==> config.mk <==
export PLATFORM = sky130hd
export DESIGN_NAME = estado_mascota
export DESIGN_NICKNAME = d
export VERILOG_FILES = /design/src/rtl/estado_mascota.sv
export SDC_FILE = /design/constraint.sdc
export NUM_CORES = 1
export LEC_CHECK = 0
export CAP_MARGIN = 5
export CORE_MARGIN = 4
export CORE_UTILIZATION = 53
export CTS_BUF_LIST = sky130_fd_sc_hd__clkbuf_4
export CTS_CLUSTER_SIZE = 10
export DETAILED_ROUTE_END_ITERATION = 7
export GPL_ROUTABILITY_DRIVEN = 0
export GPL_TIMING_DRIVEN = 1
export PLACE_DENSITY = 0.79
export SYNTH_ARGS = -nofsm -noshare
export SYNTH_HDL_FRONTEND = slang
export SYNTH_SLANG_ARGS = --single-unit
==> constraint.sdc <==
create_clock -name clk -period 2 [get_ports clk]
set_clock_uncertainty 0.1 [all_clocks]
set_input_delay 0.4 -clock clk [delete_from_list [all_inputs] [get_ports clk]]
set_output_delay 0.4 -clock clk [all_outputs]
set_load 0.1 [all_outputs]
==> src/rtl/estado_mascota.sv <==
// Pet-state arbiter: picks which need is served, drives the matching Activo_* enable
// and produces the face code, the 1 Hz critical blink and the sticky death flag.
module estado_mascota #(
    parameter int TICK_CICLOS = 50_000_000,
    parameter int MUERTE_SEG  = 10,
    parameter int UMBRAL      = 1
) (
    input  logic       clk,
    input  logic       reset,
    input  logic [0:1] Nivel_Animo,
    input  logic [0:1] Nivel_Energia,
    input  logic [0:1] Nivel_Descanso,
    input  logic [0:1] Nivel_Medicina,
    input  logic       senal_5segAnimo,
    input  logic       senal_5segEnergia,
    input  logic       senal_5segDescanso,
    input  logic       senal_5segMedicina,
    input  logic       Senal_Test,
    output logic       Activo_Carisia,
    output logic       Activo_Comida,
    output logic       Activo_Descanso,
    output logic       Activo_Medicina,
    output logic [2:0] Estado,
    output logic       Alerta,
    output logic       Muerto
);
    localparam int DW = (TICK_CICLOS > 1) ? $clog2(TICK_CICLOS) : 1;
    localparam int CW = (MUERTE_SEG > 0) ? $clog2(MUERTE_SEG + 1) : 1;
    localparam logic [DW-1:0] DIV_MAX = DW'(TICK_CICLOS - 1);
    localparam logic [CW-1:0] CNT_MAX = CW'(MUERTE_SEG);

    typedef enum logic [2:0] {
        S_FELIZ,
        S_ATENDER,
        S_CRITICO,
        S_MUERTO,
        S_TEST
    } state_t;

    // Need vectors are ordered by priority: bit 3 Medicina down to bit 0 Animo.
    logic [1:0] nivel [4];
    logic [3:0] senal;
    logic [3:0] need;
    logic [3:0] zero;

    assign nivel[3] = Nivel_Medicina;
    assign nivel[2] = Nivel_Energia;
    assign nivel[1] = Nivel_Descanso;
    assign nivel[0] = Nivel_Animo;
    assign senal    = {senal_5segMedicina, senal_5segEnergia, senal_5segDescanso, senal_5segAnimo};

    generate
        for (genvar gi = 0; gi < 4; gi++) begin : g_need
            assign need[gi] = (32'(nivel[gi]) <= UMBRAL);
            assign zero[gi] = (nivel[gi] == 2'd0);
        end
    endgenerate

    function automatic logic [3:0] top1(input logic [3:0] v);
        if (v[3]) return 4'b1000;
        if (v[2]) return 4'b0100;
        if (v[1]) return 4'b0010;
        if (v[0]) return 4'b0001;
        return 4'b0000;
    endfunction

    function automatic logic [2:0] face_of(input logic [3:0] oh);
        if (oh[3]) return 3'd2;
        if (oh[2]) return 3'd1;
        if (oh[1]) return 3'd3;
        if (oh[0]) return 3'd4;
        return 3'd0;
    endfunction

    state_t          state_q, state_d;
    logic [DW-1:0]   div_q, div_d;
    logic [CW-1:0]   cnt_q, cnt_d;
    logic [2:0]      estado_q, estado_d;
    logic [3:0]      activo_q, activo_d;
    logic            alerta_q, alerta_d;
    logic            muerto_q, muerto_d;
    logic            tick;
    logic [3:0]      need_top;
    logic [3:0]      zero_top;

    assign tick     = (div_q == DIV_MAX);
    assign need_top = top1(need);
    assign zero_top = top1(zero);

    always_comb begin
        state_d  = state_q;
        div_d    = tick ? '0 : div_q + 1'b1;
        cnt_d    = '0;
        estado_d = 3'd0;
        activo_d = 4'b0000;
        alerta_d = 1'b0;
        muerto_d = 1'b0;

        if (state_q == S_MUERTO)
            state_d = S_MUERTO;
        else if (Senal_Test)
            state_d = S_TEST;
        else if (state_q == S_TEST)
            state_d = S_FELIZ;
        else if (state_q == S_CRITICO && cnt_q == CNT_MAX)
            state_d = S_MUERTO;
        else if (|zero)
            state_d = S_CRITICO;
        else if (|need)
            state_d = S_ATENDER;
        else
            state_d = S_FELIZ;

        // Care on the served need beats a coincident tick.
        if (state_q == S_CRITICO && state_d == S_CRITICO) begin
            if (|(senal & zero_top))
                cnt_d = '0;
            else if (tick && cnt_q != CNT_MAX)
                cnt_d = cnt_q + 1'b1;
            else
                cnt_d = cnt_q;
        end

        case (state_d)
            S_ATENDER: begin
                estado_d = face_of(need_top);
                activo_d = need_top;
            end
            S_CRITICO: begin
                estado_d = 3'd5;
                activo_d = zero_top;
                alerta_d = (state_q == S_CRITICO && tick) ? ~alerta_q : alerta_q;
            end
            S_MUERTO: begin
                estado_d = 3'd6;
                muerto_d = 1'b1;
            end
            S_TEST: begin
                estado_d = 3'd7;
                activo_d = 4'b1111;
            end
            default: ;
        endcase
    end

    always_ff @(posedge clk or negedge reset) begin
        if (!reset) begin
            state_q  <= S_FELIZ;
            div_q    <= '0;
            cnt_q    <= '0;
            estado_q <= 3'd0;
            activo_q <= 4'b0000;
            alerta_q <= 1'b0;
            muerto_q <= 1'b0;
        end else begin
            state_q  <= state_d;
            div_q    <= div_d;
            cnt_q    <= cnt_d;
            estado_q <= estado_d;
            activo_q <= activo_d;
            alerta_q <= alerta_d;
            muerto_q <= muerto_d;
        end
    end

    assign Activo_Medicina = activo_q[3];
    assign Activo_Comida   = activo_q[2];
    assign Activo_Descanso = activo_q[1];
    assign Activo_Carisia  = activo_q[0];
    assign Estado          = estado_q;
    assign Alerta          = alerta_q;
    assign Muerto          = muerto_q;

endmodule

; Yosys cells after proc, flatten, opt, wreduce, memory -nomap -nowiden
; Index checks and enable logic that the tools add are counted.
[word_totals]
reg_bits = 42
latchBits = 0
ramBits = 0
mem_bits_ro = 0
elab_cells = 111
memories = 0
[classes]
addsub = 2
multipliers = 0
n_div = 0
order_cmp = 4
eq_ne = 12
shifts = 0
mux = 73
bitwise = 2
reduce_logical = 11
[ops]
columns = cell, count
row1 = $mux 4, 19
row2 = $mux 1, 38
row3 = $mux 3, 10
row4 = $add 26x1->26 const B, 1
row5 = $eq 26x26->1 const B, 1
row6 = $mux 26, 1
row7 = $eq 3x2->1 const B, 4
row8 = $pmux 3 s4, 1
row9 = $pmux 4 s3, 1
row10 = $reduce_or 4->1, 3
row11 = $le 2x1->1 const B, 4
row12 = $logic_not 2->1, 4
row13 = $eq 3x3->1 const B, 2
row14 = $mux 2, 3
row15 = $add 4x1->4 const B, 1
row16 = $and 4x4->4, 1
row17 = $eq 4x4->1 const B, 1
row18 = $logic_and 1x1->1, 4
row19 = $ne 4x4->1 const B, 1
row20 = $eq 3x1->1 const B, 1
row21 = $ne 3x1->1 const B, 1
row22 = $ne 2x1->1 const B, 1
row23 = $not 1->1, 1

; Longest topological paths before layout
[logic_depth]
word_depth = 28
depth_mapped = 7
ltp_nobuf = 6

; Worst setup path before layout
; OpenSTA, ideal clock, no wires.
[synth_timing]
path_type = register to register
start = register div_q[0]
end = register cnt_q[0]
t_arrival_ns = 1.909
required_ns = 1.806
setup_slack_ns = -0.103
stages_incl_launch_ff = 7
cell_sequence = dfrtp_1 -> ha_1 -> nand4_1 -> or4_4 -> buf_6 -> or4_1 -> a211oi_1
[synth_between]
elab_chain_len = 3
[synth_rtl]
columns = item, line
row1 = start: declaration, 76  ; logic [DW-1:0] div_q, div_d;
row2 = start signal: assignment, 157  ; div_q <= div_d;
row3 = $eq 26x26->1, 86  ; assign tick = (div_q == DIV_MAX);
row4 = $logic_and 1x1->1, 118  ; else if (tick && cnt_q != CNT_MAX)
row5 = $ne 3x1->1 (no line), -
row6 = end signal: assignment, 158  ; cnt_q <= cnt_d;
row7 = end: declaration, 77  ; logic [CW-1:0] cnt_q, cnt_d;
; No other way between the ends.
; A chain may end at the register's enable or synchronous reset.

; Worst setup path after layout
[layout_timing]
start = register div_q[0]
end = register cnt_q[2]
; Same word-level chain as after synthesis.

==> reports/metrics.yaml <==
period_needed_ns: 2.124
cts_sinks: 42
ys_seq_area_frac: 0.4716
async_flop_share: 1.000
ys_types: 49
syn_to_final_growth_pct: 40.99
start_kind: "flip-flop"
overflow: 0
fin_nets: 329
worst_slack_ns: -0.1239
track_usage: 0.2278
design_area_um2: 3142
multiInputGateArea_um2: 1246
diodes: 0
whs_ns: 0.3652
drt-vias-per-instance: 6.006
antenna_found_initial: 0
synth_xor_area_frac: 0.05503
die_x_um: 72.84
synth-compound-area-share: 0.1673
drt-total-wl_mm: 6.137
port_buffers: 23
stdcell_count: 362
hp-class: "input port to async pin"
syn_avg_cell_area_um2: 9.647
drc: 0
final_layout_size_suffix_gt1_frac: 0.3494
synthTopCellsByCount: "42 x dfrtp_1, 16 x nor2_1, 15 x nand2_1"
p_total_mw: 1.548
drv_cap: 0
synthMuxAreaShare: 0.01348
synth_nets: 249
vias: 2174
fmax_mhz: 470.8
ir_worst_vdd_mv: 0.4269
r2r_start: "div_q[0]"
synth_area_leaders: "dfrtp_1 47%, xnor2_1 3.9%, o31ai_1 3.7%"
grt_pass1_wl_mm: 9.453
regArea_um2: 1051
die-area_um2: 5306
root_buffer: "clkbuf_4"
clk_pin_slew_worst_paths_ns: 0.13
core_um2: 4029
rsz0062_at_grt: "yes"
yosys_most_used_dff: "dfrtp_1"
maxSlewViolCount: 0
synth_simple_gate_area_share: 0.2364
violations: "negative setup slack"
routedWlPerCell_um: 16.95
relSlewSlack: 0.6728
synth_top_family_by_area: "simple AND/OR/NAND/NOR gates"
syn_inst: 231
endpoint_kind: "flip-flop"
place_hpwl_mm: 4.070
cts_buffers: 5
p_leak_nw: 1.280
place_ws_ns: -0.1688
cts_tree: "yes"
synthAdderAreaFrac: 0.01684
ys_seq_elements: 42
start_util: 0.5531
htree_levels: 2
setup_viol: 19
synth_top_cell_by_area: "dfrtp_1"
placed_area_um2: 2856
r2r_setup_slack_ns: -0.12
reg2reg_depth: 5
worst_pin_slew_ns: 0.4863
ant_nets: 0
critPathKind: "flip-flop to flip-flop"
crit_path_max_fanout: 6
die_h_um: 72.84
grt_pass1_vias: 1989
clockBufferDepth: 2
placementRows: 23
r2r-end: "cnt_q[2]"
final_hold_viol_count: 0
drtIter0Drc: 236
netlist.area_leader.share: 0.4716
fin_crit_sh: 1.062
powerDensity_nw_per_um2: 492.8
arrival_ns: 2.30
outcome: "finished, violations left"
nFillCells: 261
yosys_warnings: 0
syn_area_um2: 2228
grt_max_degree: 19
synth_edf_count: 0
cp_slowest_cell: "or4_4"
worst_skew_pair.late_latency_ns: 0.36
critical_path.max_stage_delay_ns: 0.51
ios: 24
crit_chain: "ha_2 -> nand4_1 -> or4_4 -> or4b_4 -> a211oi_2"
dr.pass1.iters: 4
dp_cells: 347
synth_most_common_cell: "dfrtp_1"
required_ns: 2.18
## layer usage
metal,up-vias,GRT usage,part of all wire
li1,1021,-,-
met1,1068,0.3171,0.44
met2,72,0.3637,0.49
met3,13,0.04683,0.055
met4,0,0.05943,0.018
met5,-,0,0
## metrics by stage
| step | util | setup TNS (ns) |
|---|---|---|
| 5_1_grt | 0.7798 | -3.374 |
| 4_1_cts | 0.7519 | -0.8460 |
| 6_report | 0.7798 | -1.499 |
| 2_1_floorplan | - | -0.09178 |
| 3_3_place_gp | 0.7090 | -0.5558 |
| 3_5_place_dp | 0.7090 | -1.075 |
## flip-flops by register name (all words and copies together), names as in the netlist
| signal | cells |
|---|---|
| cnt_q | 4 |
| Alerta | 1 |
| div_q | 26 |
| state_q | 3 |
| Estado | 3 |
| Muerto | 1 |
| activo_q | 4 |
## cells by family (layout without fill, tap and decap cells)
logic type,after synthesis,after routing
multiplexers,3,3
AO/OA/AOI/OAI,55,55
AND/OR/NAND/NOR,93,93
XOR/XNOR,14,14
buffers and inverters,21,102
flip-flops,42,42
adder cells (fa/ha/maj),3,3
## critical path: cells and delay by family, from the launching register on
family,cells,cell delay (ns)
and+or+nand+nor,3,1.16
DFF,1,0.38
adders and majority gates,1,0.20
AOI/OAI and AO/OA,1,0.19
## placed cells by master, fill, tap and decap left out, types with 2 or more instances in the layout
cell	instances
a211oi_1	4
a211oi_2	3
a21o_1	2
a21oi_1	3
a21oi_2	8
a31o_2	2
and4_1	3
buf_4	61
buf_6	4
clkbuf_4	5
clkdlybuf4s50_1	13
dfrtp_1	42
ha_1	2
inv_1	12
mux2i_1	3
nand2_1	15
nand2b_1	2
nand3_1	12
nand4_1	9
nor2_1	9
nor2_2	2
nor2_4	5
nor2b_1	2
nor3_1	8
nor4_1	3
o21ai_0	8
o31ai_1	8
o31ai_2	2
o41ai_1	3
or4_1	5
or4_4	3
xnor2_1	9
xor2_1	4
## report_power, final
part	switching, mW	internal, mW
clock	0.284	0.131
sequential	0.00755	0.864
combinational	0.169	0.0934
total	0.460	1.09
## layout make-up
cell class | instances | share of cell area
clock inverter | 3 | 0.005177
sequential | 42 | 0.3345
timing repair buffer | 82 | 0.2174
tap | 50 | 0.01991
inverter | 12 | 0.01434
multi-input combinational | 168 | 0.3967
clock buffer | 5 | 0.01195
## what timing repair did
item / 4_1_cts / 5_1_grt
endpoints found under the hold margin: 16 / 0
setup endpoints to repair: 5 / 33
buffers inserted: 7 / 2
pin swaps: 6 / 17
resized for setup: 13 / 31
hold buffers: 1 / 0
## how the worst max path moves through the flow
stage / startpoint / to / slack [ns] / depth (start not counted)
after floorplan: div_q[0] / cnt_q[0] / -0.05 / 6
after global routing: div_q[0] / cnt_q[2] / -0.22 / 5
after detailed placement: Nivel_Medicina[0] / Estado[1] / -0.17 / 6
final: div_q[0] / cnt_q[2] / -0.12 / 5
after CTS: div_q[0] / cnt_q[2] / -0.09 / 5
after global placement: Nivel_Medicina[1] / activo_q[2] / -0.13 / 5
No activity file was read; power rests on OpenSTA's default activity.
